[src/rtl/norm_frame_sequencer_if.sv]
`default_nettype none
// =============================================================================
// Module   : norm_frame_sequencer_if
// Purpose  : Host, stage-control and stream-snoop signals of the frame sequencer.
// Revision : 1.0  initial release
// =============================================================================
interface norm_frame_sequencer_if #(
  parameter int PIXEL_BIT_WIDTH = 10
);
  logic                       frame_start;
  logic                       frame_busy;
  logic                       frame_done;
  logic                       frame_error;
  logic [15:0]                frame_count;
  logic                       cf_ap_start;
  logic                       cf_ap_ready;
  logic                       cf_ap_done;
  logic                       nr_ap_start;
  logic                       nr_ap_ready;
  logic                       cf_mon_tvalid;
  logic                       cf_mon_tready;
  logic [PIXEL_BIT_WIDTH-1:0] cf_mon_tdata;
  logic                       nr_mon_tvalid;
  logic                       nr_mon_tready;
  logic [PIXEL_BIT_WIDTH-1:0] norm_denominator;

  // The sequencer itself
  modport master (
    input  frame_start, cf_ap_ready, cf_ap_done, nr_ap_ready,
           cf_mon_tvalid, cf_mon_tready, cf_mon_tdata,
           nr_mon_tvalid, nr_mon_tready,
    output frame_busy, frame_done, frame_error, frame_count,
           cf_ap_start, nr_ap_start, norm_denominator
  );

  // Host plus the two pipeline stages
  modport slave (
    output frame_start, cf_ap_ready, cf_ap_done, nr_ap_ready,
           cf_mon_tvalid, cf_mon_tready, cf_mon_tdata,
           nr_mon_tvalid, nr_mon_tready,
    input  frame_busy, frame_done, frame_error, frame_count,
           cf_ap_start, nr_ap_start, norm_denominator
  );
endinterface
`default_nettype wire

[src/rtl/norm_frame_sequencer.sv]
`default_nettype none
// =============================================================================
// Module   : norm_frame_sequencer
// Purpose  : Launches crop filter + normalizer, snoops the crop peak as the
//            normalizer denominator, counts output beats to frame completion.
//            Optional stall watchdog: define NORM_SEQ_WATCHDOG_EN.
// Revision : 1.0  initial release
// =============================================================================
module norm_frame_sequencer #(
  parameter int PIXEL_BIT_WIDTH = 10,
  parameter int OUT_ROWS        = 10,
  parameter int OUT_COLS        = 10,
  parameter int WDOG_CYCLES     = 65535
) (
  input wire clk,
  input wire reset,
  norm_frame_sequencer_if.master bus
);
  localparam int                         c_n         = OUT_ROWS * OUT_COLS;
  localparam int                         c_cnt_w     = $clog2(c_n + 1);
  localparam logic [c_cnt_w-1:0]         c_n_cnt     = c_cnt_w'(c_n);
  localparam logic [c_cnt_w-1:0]         c_cnt_one   = c_cnt_w'(1);
  localparam logic [PIXEL_BIT_WIDTH-1:0] c_den_one   = PIXEL_BIT_WIDTH'(1);

  typedef enum logic [2:0] {
    S_IDLE   = 3'd0,
    S_LAUNCH = 3'd1,
    S_CROP   = 3'd2,
    S_NORM   = 3'd3,
    S_DONE   = 3'd4
  } state_t;

  state_t                     r_state;
  state_t                     w_next;
  logic [PIXEL_BIT_WIDTH-1:0] r_peak;
  logic [PIXEL_BIT_WIDTH-1:0] r_den;
  logic [PIXEL_BIT_WIDTH-1:0] w_peak_in;
  logic [PIXEL_BIT_WIDTH-1:0] w_den;
  logic [c_cnt_w-1:0]         r_beat_cnt;
  logic [c_cnt_w-1:0]         w_beat_cnt_nxt;
  logic [15:0]                r_frame_count;
  logic                       w_cf_beat;
  logic                       w_nr_beat;
  logic                       w_last;

  assign w_cf_beat = bus.cf_mon_tvalid & bus.cf_mon_tready;
  assign w_nr_beat = bus.nr_mon_tvalid & bus.nr_mon_tready;

  // Counter saturates at N so surplus beats cannot wrap it back below N
  assign w_beat_cnt_nxt = (w_nr_beat && (r_beat_cnt != c_n_cnt)) ? r_beat_cnt + c_cnt_one
                                                                 : r_beat_cnt;
  assign w_last         = (w_beat_cnt_nxt == c_n_cnt);

  // Peak including a beat landing in the same cycle as cf_ap_done
  assign w_peak_in = (w_cf_beat && (bus.cf_mon_tdata > r_peak)) ? bus.cf_mon_tdata : r_peak;
  assign w_den     = (w_peak_in == '0) ? c_den_one : w_peak_in;

`ifdef NORM_SEQ_WATCHDOG_EN
  localparam int                  c_wdog_w    = $clog2(WDOG_CYCLES + 1);
  localparam logic [c_wdog_w-1:0] c_wdog_last = c_wdog_w'(WDOG_CYCLES - 1);
  localparam logic [c_wdog_w-1:0] c_wdog_one  = c_wdog_w'(1);

  logic [c_wdog_w-1:0] r_wdog;
  logic                w_wdog_active;
  logic                w_wdog_clr;
  logic                w_wdog_hit;

  // Entering CROP (from LAUNCH) or NORM (on cf_ap_done) always passes
  // through a clearing condition, so state entry needs no extra tracking.
  assign w_wdog_active = (r_state == S_CROP) || (r_state == S_NORM);
  assign w_wdog_clr    = w_cf_beat | w_nr_beat | bus.cf_ap_done;
  assign w_wdog_hit    = w_wdog_active && !w_wdog_clr && (r_wdog == c_wdog_last);

  always_ff @(posedge clk) begin
    if (reset || !w_wdog_active || w_wdog_clr) begin
      r_wdog <= '0;
    end else begin
      r_wdog <= r_wdog + c_wdog_one;
    end
  end

  assign bus.frame_error = w_wdog_hit;
`else
  assign bus.frame_error = 1'b0 & (WDOG_CYCLES == 0);
`endif

  always_ff @(posedge clk) begin
    if (reset) begin
      r_state <= S_IDLE;
    end else begin
      r_state <= w_next;
    end
  end

  always_comb begin
    w_next = r_state;
    case (r_state)
      S_IDLE: begin
        if (bus.frame_start && bus.cf_ap_ready && bus.nr_ap_ready) begin
          w_next = S_LAUNCH;
        end
      end
      S_LAUNCH: w_next = S_CROP;
      S_CROP: begin
        if (bus.cf_ap_done) begin
          w_next = w_last ? S_DONE : S_NORM;
        end
      end
      S_NORM: begin
        if (w_last) begin
          w_next = S_DONE;
        end
      end
      S_DONE:  w_next = S_IDLE;
      default: w_next = S_IDLE;
    endcase
`ifdef NORM_SEQ_WATCHDOG_EN
    if (w_wdog_hit) begin
      w_next = S_IDLE;
    end
`endif
  end

  always_ff @(posedge clk) begin
    if (reset) begin
      r_peak        <= '0;
      r_beat_cnt    <= '0;
      r_den         <= c_den_one;
      r_frame_count <= '0;
    end else begin
      case (r_state)
        S_LAUNCH: begin
          r_peak     <= '0;
          r_beat_cnt <= '0;
        end
        S_CROP: begin
          r_peak     <= w_peak_in;
          r_beat_cnt <= w_beat_cnt_nxt;
          if (bus.cf_ap_done) begin
            r_den <= w_den;
          end
        end
        S_NORM: r_beat_cnt <= w_beat_cnt_nxt;
        S_DONE: r_frame_count <= r_frame_count + 16'd1;
        default: ;
      endcase
    end
  end

  assign bus.frame_busy       = (r_state != S_IDLE);
  assign bus.frame_done       = (r_state == S_DONE);
  assign bus.cf_ap_start      = (r_state == S_LAUNCH);
  assign bus.nr_ap_start      = (r_state == S_LAUNCH);
  assign bus.frame_count      = r_frame_count;
  assign bus.norm_denominator = r_den;

endmodule
`default_nettype wire
[src/flat_wrapper.sv]
// flat-port wrapper written by rule: the top's interface ports become plain ports
module norm_frame_sequencer_flat 
#(
  parameter int PIXEL_BIT_WIDTH = 10,
  parameter int OUT_ROWS        = 10,
  parameter int OUT_COLS        = 10,
  parameter int WDOG_CYCLES     = 65535
)
  (clk, reset, bus_frame_start, bus_cf_ap_ready, bus_cf_ap_done, bus_nr_ap_ready, bus_cf_mon_tvalid, bus_cf_mon_tready, bus_cf_mon_tdata, bus_nr_mon_tvalid, bus_nr_mon_tready, bus_frame_busy, bus_frame_done, bus_frame_error, bus_frame_count, bus_cf_ap_start, bus_nr_ap_start, bus_norm_denominator);
  norm_frame_sequencer_if #(.PIXEL_BIT_WIDTH(PIXEL_BIT_WIDTH)) bus_i ();
  input wire clk;
  input wire reset;
  input wire logic [$bits(bus_i.frame_start)-1:0] bus_frame_start;
  input wire logic [$bits(bus_i.cf_ap_ready)-1:0] bus_cf_ap_ready;
  input wire logic [$bits(bus_i.cf_ap_done)-1:0] bus_cf_ap_done;
  input wire logic [$bits(bus_i.nr_ap_ready)-1:0] bus_nr_ap_ready;
  input wire logic [$bits(bus_i.cf_mon_tvalid)-1:0] bus_cf_mon_tvalid;
  input wire logic [$bits(bus_i.cf_mon_tready)-1:0] bus_cf_mon_tready;
  input wire logic [$bits(bus_i.cf_mon_tdata)-1:0] bus_cf_mon_tdata;
  input wire logic [$bits(bus_i.nr_mon_tvalid)-1:0] bus_nr_mon_tvalid;
  input wire logic [$bits(bus_i.nr_mon_tready)-1:0] bus_nr_mon_tready;
  output wire logic [$bits(bus_i.frame_busy)-1:0] bus_frame_busy;
  output wire logic [$bits(bus_i.frame_done)-1:0] bus_frame_done;
  output wire logic [$bits(bus_i.frame_error)-1:0] bus_frame_error;
  output wire logic [$bits(bus_i.frame_count)-1:0] bus_frame_count;
  output wire logic [$bits(bus_i.cf_ap_start)-1:0] bus_cf_ap_start;
  output wire logic [$bits(bus_i.nr_ap_start)-1:0] bus_nr_ap_start;
  output wire logic [$bits(bus_i.norm_denominator)-1:0] bus_norm_denominator;
  assign bus_i.frame_start = bus_frame_start;
  assign bus_i.cf_ap_ready = bus_cf_ap_ready;
  assign bus_i.cf_ap_done = bus_cf_ap_done;
  assign bus_i.nr_ap_ready = bus_nr_ap_ready;
  assign bus_i.cf_mon_tvalid = bus_cf_mon_tvalid;
  assign bus_i.cf_mon_tready = bus_cf_mon_tready;
  assign bus_i.cf_mon_tdata = bus_cf_mon_tdata;
  assign bus_i.nr_mon_tvalid = bus_nr_mon_tvalid;
  assign bus_i.nr_mon_tready = bus_nr_mon_tready;
  assign bus_frame_busy = bus_i.frame_busy;
  assign bus_frame_done = bus_i.frame_done;
  assign bus_frame_error = bus_i.frame_error;
  assign bus_frame_count = bus_i.frame_count;
  assign bus_cf_ap_start = bus_i.cf_ap_start;
  assign bus_nr_ap_start = bus_i.nr_ap_start;
  assign bus_norm_denominator = bus_i.norm_denominator;
  norm_frame_sequencer #(.PIXEL_BIT_WIDTH(PIXEL_BIT_WIDTH), .OUT_ROWS(OUT_ROWS), .OUT_COLS(OUT_COLS), .WDOG_CYCLES(WDOG_CYCLES)) u_core (.clk(clk), .reset(reset), .bus(bus_i));
endmodule
[config.mk]
export PLATFORM = sky130hd
export DESIGN_NAME = norm_frame_sequencer_flat
export DESIGN_NICKNAME = d
export VERILOG_FILES = /design/src/rtl/norm_frame_sequencer_if.sv /design/src/rtl/norm_frame_sequencer.sv /design/src/flat_wrapper.sv
export SDC_FILE = /design/constraint.sdc
export NUM_CORES = 1
export LEC_CHECK = 0
export BUFFER_PORTS_ARGS = -buffer_cell sky130_fd_sc_hd__buf_2
export CORE_MARGIN = 2
export CORE_UTILIZATION = 35
export DETAILED_ROUTE_END_ITERATION = 12
export HOLD_SLACK_MARGIN = 0.03
export SLEW_MARGIN = 0
export SYNTH_ARGS = -nofsm -noshare
export SYNTH_HDL_FRONTEND = slang
export SYNTH_SLANG_ARGS = --single-unit
[constraint.sdc]
create_clock -name clk -period 2.23 [get_ports clk]
set_input_delay 0.446 -clock clk [delete_from_list [all_inputs] [get_ports clk]]
set_output_delay 0.446 -clock clk [all_outputs]
set_load 0.01 [all_outputs]
==> After elaboration in Yosys (flattened, before gate mapping) <==
Cells that the tools add are included.
{ "totals": {"register_bits": 46, "inputBits": 20, "word_cells": 41} }
{ "classes": {"add_sub_neg": 2, "order_cmp": 1, "n_eq_ne": 9, "n_mux": 10, "bitwise": 2, "n_reduce_logical": 12} }
{ "ops": {"columns": ["cell", "count"], "rows": [
  ["two-way mux 10 bit", 2],
  ["case mux 10 bit (2 select lines)", 1],
  ["adder 16 x 1 -> 16 bit, second input constant", 1],
  ["case mux 7 bit (2 select lines)", 1],
  ["two-way mux 3 bit", 4],
  ["case mux 3 bit (4 select lines)", 1],
  ["> comparator 10 bit", 1],
  ["zero test 10 bit", 1],
  ["adder 7 x 1 -> 7 bit, second input constant", 1],
  ["equality test 7 bit, second input constant", 1],
  ["two-way mux 7 bit", 1],
  ["!= test 7 bit, second input constant", 1],
  ["equality test 3 x 2 -> 1 bit, second input constant", 2],
  ["logical AND 1 bit", 4],
  ["!= test 2 x 1 -> 1 bit, second input constant", 2],
  ["nonzero test 2 bit", 2],
  ["equality test 3 x 1 -> 1 bit, second input constant", 1],
  ["equality test 3 bit, second input constant", 1],
  ["zero test 3 bit", 1],
  ["AND reduction 3 bit", 1],
  ["nonzero test 3 bit", 1],
  ["bitwise AND 1 bit", 2],
  ["!= test 2 bit, second input constant", 1],
  ["AND reduction 2 bit", 1],
  ["OR reduction 2 bit", 1]
]} }

==> Logic depth before layout (Yosys ltp) <==
{ "depth": {"depth_word": 7, "ltp_mapped": 8} }

==> Worst setup path after synthesis <==
Ideal clock, no wire load.
{ "synth_path": {"path_type": "input to register", "start": "in bus_cf_mon_tdata[5]", "end": "reg u_core.r_den[1], in the netlist u_core.bus.norm_denominator[1]", "t_arrival_ns": 1.897, "setup_slack_ns": 0.215, "cell_stages": 7, "cell_sequence": "ha_1 a21oi_1 o21ai_1 a2111o_1 a21bo_1 buf_6 o221a_1"} }
{ "synth_between": {"elab_chain_cells": 5} }
{ "synth_rtl": {"columns": ["element", "line", "source"], "rows": [
  ["start, declared", "flat_wrapper.sv:19", "input wire logic [$bits(bus_i.cf_mon_tdata)-1:0] bus_cf_mon_tdata;"],
  ["> comparator 10 bit", "norm_frame_sequencer.sv:55", "assign w_peak_in = (w_cf_beat && (bus.cf_mon_tdata > r_peak)) ? bus.cf_mon_tdata : r_peak;"],
  ["logical AND 1 bit", "norm_frame_sequencer.sv:55", null],
  ["two-way mux 10 bit *", "norm_frame_sequencer.sv:55", null],
  ["zero test 10 bit", "norm_frame_sequencer.sv:56", "assign w_den = (w_peak_in == '0) ? c_den_one : w_peak_in;"],
  ["two-way mux 10 bit *", "norm_frame_sequencer.sv:56", null],
  ["end signal, assigned", "norm_frame_sequencer.sv:128", "r_den <= c_den_one;"],
  ["end signal, assigned", "norm_frame_sequencer.sv:140", "r_den <= w_den;"],
  ["end, declared", "norm_frame_sequencer.sv:36", "logic [PIXEL_BIT_WIDTH-1:0] r_den;"]
]} }
Mark *: on every way between the ends. The rest lies on a longest branch, timed or not.
A chain may end at the register's enable or synchronous reset.

==> Worst setup path after layout <==
{ "layout_path": {"start": "reg u_core.r_peak[7]", "end": "reg u_core.r_den[2], in the netlist u_core.bus.norm_denominator[2]"} }
{ "layout_between": {"elab_chain_cells": 5} }
{ "layout_rtl": {"columns": ["element", "line", "source"], "rows": [
  ["start, declared", "norm_frame_sequencer.sv:35", "logic [PIXEL_BIT_WIDTH-1:0] r_peak;"],
  ["start signal, assigned", "norm_frame_sequencer.sv:137", "r_peak <= w_peak_in;"],
  ["> comparator 10 bit", "norm_frame_sequencer.sv:55", null],
  ["logical AND 1 bit", "norm_frame_sequencer.sv:55", null],
  ["two-way mux 10 bit *", "norm_frame_sequencer.sv:55", null],
  ["zero test 10 bit", "norm_frame_sequencer.sv:56", null],
  ["two-way mux 10 bit *", "norm_frame_sequencer.sv:56", null]
]} }
Marked as above.

==> results_dict.tcl <==
set metrics [dict create \
    worstSetupEndpointType "flip-flop" \
    start_util_pct 35.8 \
    ys_ff_latch 46 \
    synth.avg_cell_area_um2 8.42 \
    grt_overflow 0 \
    synth_nets 338 \
    via_per_inst 5.07 \
    vias 2347 \
    crit_fanout 10 \
    antenna_found_initial 0 \
    cp.required_ps 2430 \
    n_fill_cell 747 \
    layout-drive-gt1-share_pct 22.3 \
    report.final.hold_viol_count 0 \
    die-area_um2 8040 \
    cpPeakStageDelay_ps 400 \
    cts_sinks 46 \
    totalWireLength_um 6170 \
    setup_ws_ps 139 \
    synth.distinct_cells 46 \
    syn_inst 305 \
    setup_violations 0 \
    cp.arrival_ps 2290 \
    synth.cell_area_um2 2570 \
    setup_tns_ps 0 \
    layout_common_cells "nor2_1 (49), buf_2 (49), dfxtp_1 (46), nand2_1 (25), inv_1 (16)" \
    rsz0062_at_grt "no" \
    place_congestion 0.842 \
    floorplan.io_pins 51 \
    crit_chain "inv_1, ha_1, a211oi_1, nor2_1, a2111o_1, a21bo_2, o221a_1" \
    total_power_mw 1.59 \
    post-place-ws_ps -47.0 \
    synth.area.top_cells "dfxtp_1 (36%), nor2_1 (7.2%), ha_1 (6.3%), mux2i_1 (4.7%), o221a_1 (4.4%)" \
    ys_warn_count 0 \
    drt_iter0_markers 53 \
    cts_tree "yes" \
    p_leak_nw 1.24 \
    route.detailed.drc 0 \
    tightestPinTransition_ps 659 \
    io_buffer_count 49 \
    core_area_um2 7180 \
    synth_edf_count 0 \
    track_usage_pct 15.8 \
    vdd_ir_drop_max_mv 0.259 \
    yosysTopAreaCell "dfxtp_1" \
    clkTransAtPathRegs_ps 90 \
    synth_top_area_share_pct 35.8 \
    path_class "flip-flop to flip-flop" \
    drtAntennaViolNets 0 \
    diodes 0 \
    nets 396 \
    syn2layout_area_growth_pct 19.9 \
    routedWlPerCell_um 13.3 \
    min_period_ps 2090 \
    grt_max_degree 38 \
    fin_crit_sh_pct 93.8 \
    async_flop_share_pct 0 \
    clock_path_buffers 2 \
    yosysSeqAreaShare_pct 35.8 \
    htreeDepth 2 \
    ys.flop_type "dfxtp_1" \
    cts_setup_buffers 0 \
    dieWidth_um 89.7 \
    p_per_area_nw_per_um2 517 \
    slowest_stage "dfxtp_1" \
    hold_class "input pin to flip-flop" \
    grt_pass1_vias 2204 \
    max_cap_violations 0 \
    final_core_util_pct 42.9 \
    numCtsBuffers 5 \
    worstSkewPairLatency_ps 300 \
    cts_root_buf "clkbuf_8" \
    critPathLaunchType "flip-flop" \
    max_slew_margin_pct 55.9 \
    finClkSkew_ps 5.53 \
    grt_first_pass_wirelength_um 10000 \
    firstDrtPassIters 4 \
    timing.hold.ws_ps 438 \
    dp.final_hpwl_um 4640 \
    fmax_mhz 478 \
    slew_violations 0 \
    die_h_um 89.7 \
    status "completed" \
    fp-row-count 31 \
]
==> cell families after synthesis <==
logic type / count (synthesis) / synth area share [%]
AOI/OAI and AO/OA: 43 / 13.2
xor gates and xnor gates: 13 / 4.43
adders and majority gates: 13 / 6.33
buffers and inverters: 30 / 5.55
DFF: 46 / 35.8
muxes: 17 / 6.87
other: 1 / 0.146
and+or+nand+nor: 142 / 27.7
==> synth_stat cells, types with 2 or more instances <==
master    count
a211oi_1      3
clkbuf_1      5
buf_6         2
and4_1        4
a21oi_1       6
buf_4         3
nand4_1       8
nor4_1        4
xor2_1        9
nor2b_1       4
nor2_1       49
o21ai_0       6
xnor2_1       4
nand2_1      25
o21ai_1       2
nand2b_1     11
a21o_1        2
o221a_1      10
and2_1        2
inv_1        16
nand3_1      14
ha_1         13
a22oi_1       5
and3_1        3
a31oi_1       2
nor3_1        8
mux2i_1      12
mux2_2        5
dfxtp_1      46
and3b_1       2
or3_1         3
buf_2         3
==> worst paths after layout <==
kind	from	to	slack [ps]	cells after the start
max	u_core.r_peak[7]$_SDFFE_PP0P_	u_core.bus.norm_denominator[2]$_SDFFE_PP0P_	140	7
max reg2reg	u_core.r_peak[7]$_SDFFE_PP0P_	u_core.bus.norm_denominator[2]$_SDFFE_PP0P_	140	7
min reg2reg	u_core.r_peak[1]$_SDFFE_PP0P_	u_core.r_peak[1]$_SDFFE_PP0P_	500	2
min	bus_cf_mon_tdata[1]	u_core.r_peak[1]$_SDFFE_PP0P_	440	3
==> worst max-delay path: cells and delay by family (launching register included) <==
| kind | cells | cell delay, ps |
|---|---|---|
| AO/OA/AOI/OAI | 4 | 1120 |
| adder cells (fa/ha/maj) | 1 | 310 |
| buffers and inverters | 1 | 80 |
| flip-flops | 1 | 400 |
| AND/OR/NAND/NOR | 1 | 80 |
==> what timing repair did <==
action | CTS | global route
hold buffers | 0 | 0
gates resized for setup | 0 | 1
endpoints found under the setup margin | 0 | 9
==> cell type report <==
| type | count | area [µm²] | area share [%] |
|---|---|---|---|
| clock buffers | 7 | 86.3 | 2.80 |
| clock inverters | 1 | 5.00 | 0.163 |
| inverters | 16 | 60.1 | 1.95 |
| multi-input cells | 229 | 1510 | 48.9 |
| flip-flops and latches | 46 | 921 | 29.9 |
| well taps | 99 | 124 | 4.02 |
| repair buffers | 65 | 378 | 12.3 |
==> layer usage <==
| layer | GRT usage [%] | part of all wire [%] | up-vias |
|---|---|---|---|
| met5 | 0 | 0 | - |
| met4 | 4.21 | 0.91 | 0 |
| met3 | 3.20 | 4.8 | 7 |
| met2 | 26.3 | 44 | 51 |
| met1 | 20.9 | 50 | 1095 |
| li1 | - | - | 1194 |
==> stage by stage <==
stage | std cells | area, µm²
final | 463 | 3080
after global routing | 463 | 3080
after CTS | 463 | 3080
after detailed placement | 455 | 2990
after global placement | 455 | 2990
after floorplan | 305 | 2570
==> sequential cells by signal (all words and copies together) (netlist names) <==
signal,cells
u_core.r_beat_cnt,7
u_core.bus.norm_denominator,10
u_core.r_state,3
u_core.r_peak,10
u_core.bus.frame_count,16
==> report_power, final <==
group / leakage [nW] / internal (mW) / switching [mW]
Sequential: 0.371 / 0.836 / 0.0148
Combinational: 0.820 / 0.0853 / 0.117
Clock: 0.0482 / 0.251 / 0.288
Power figures use the tool's default switching activity.
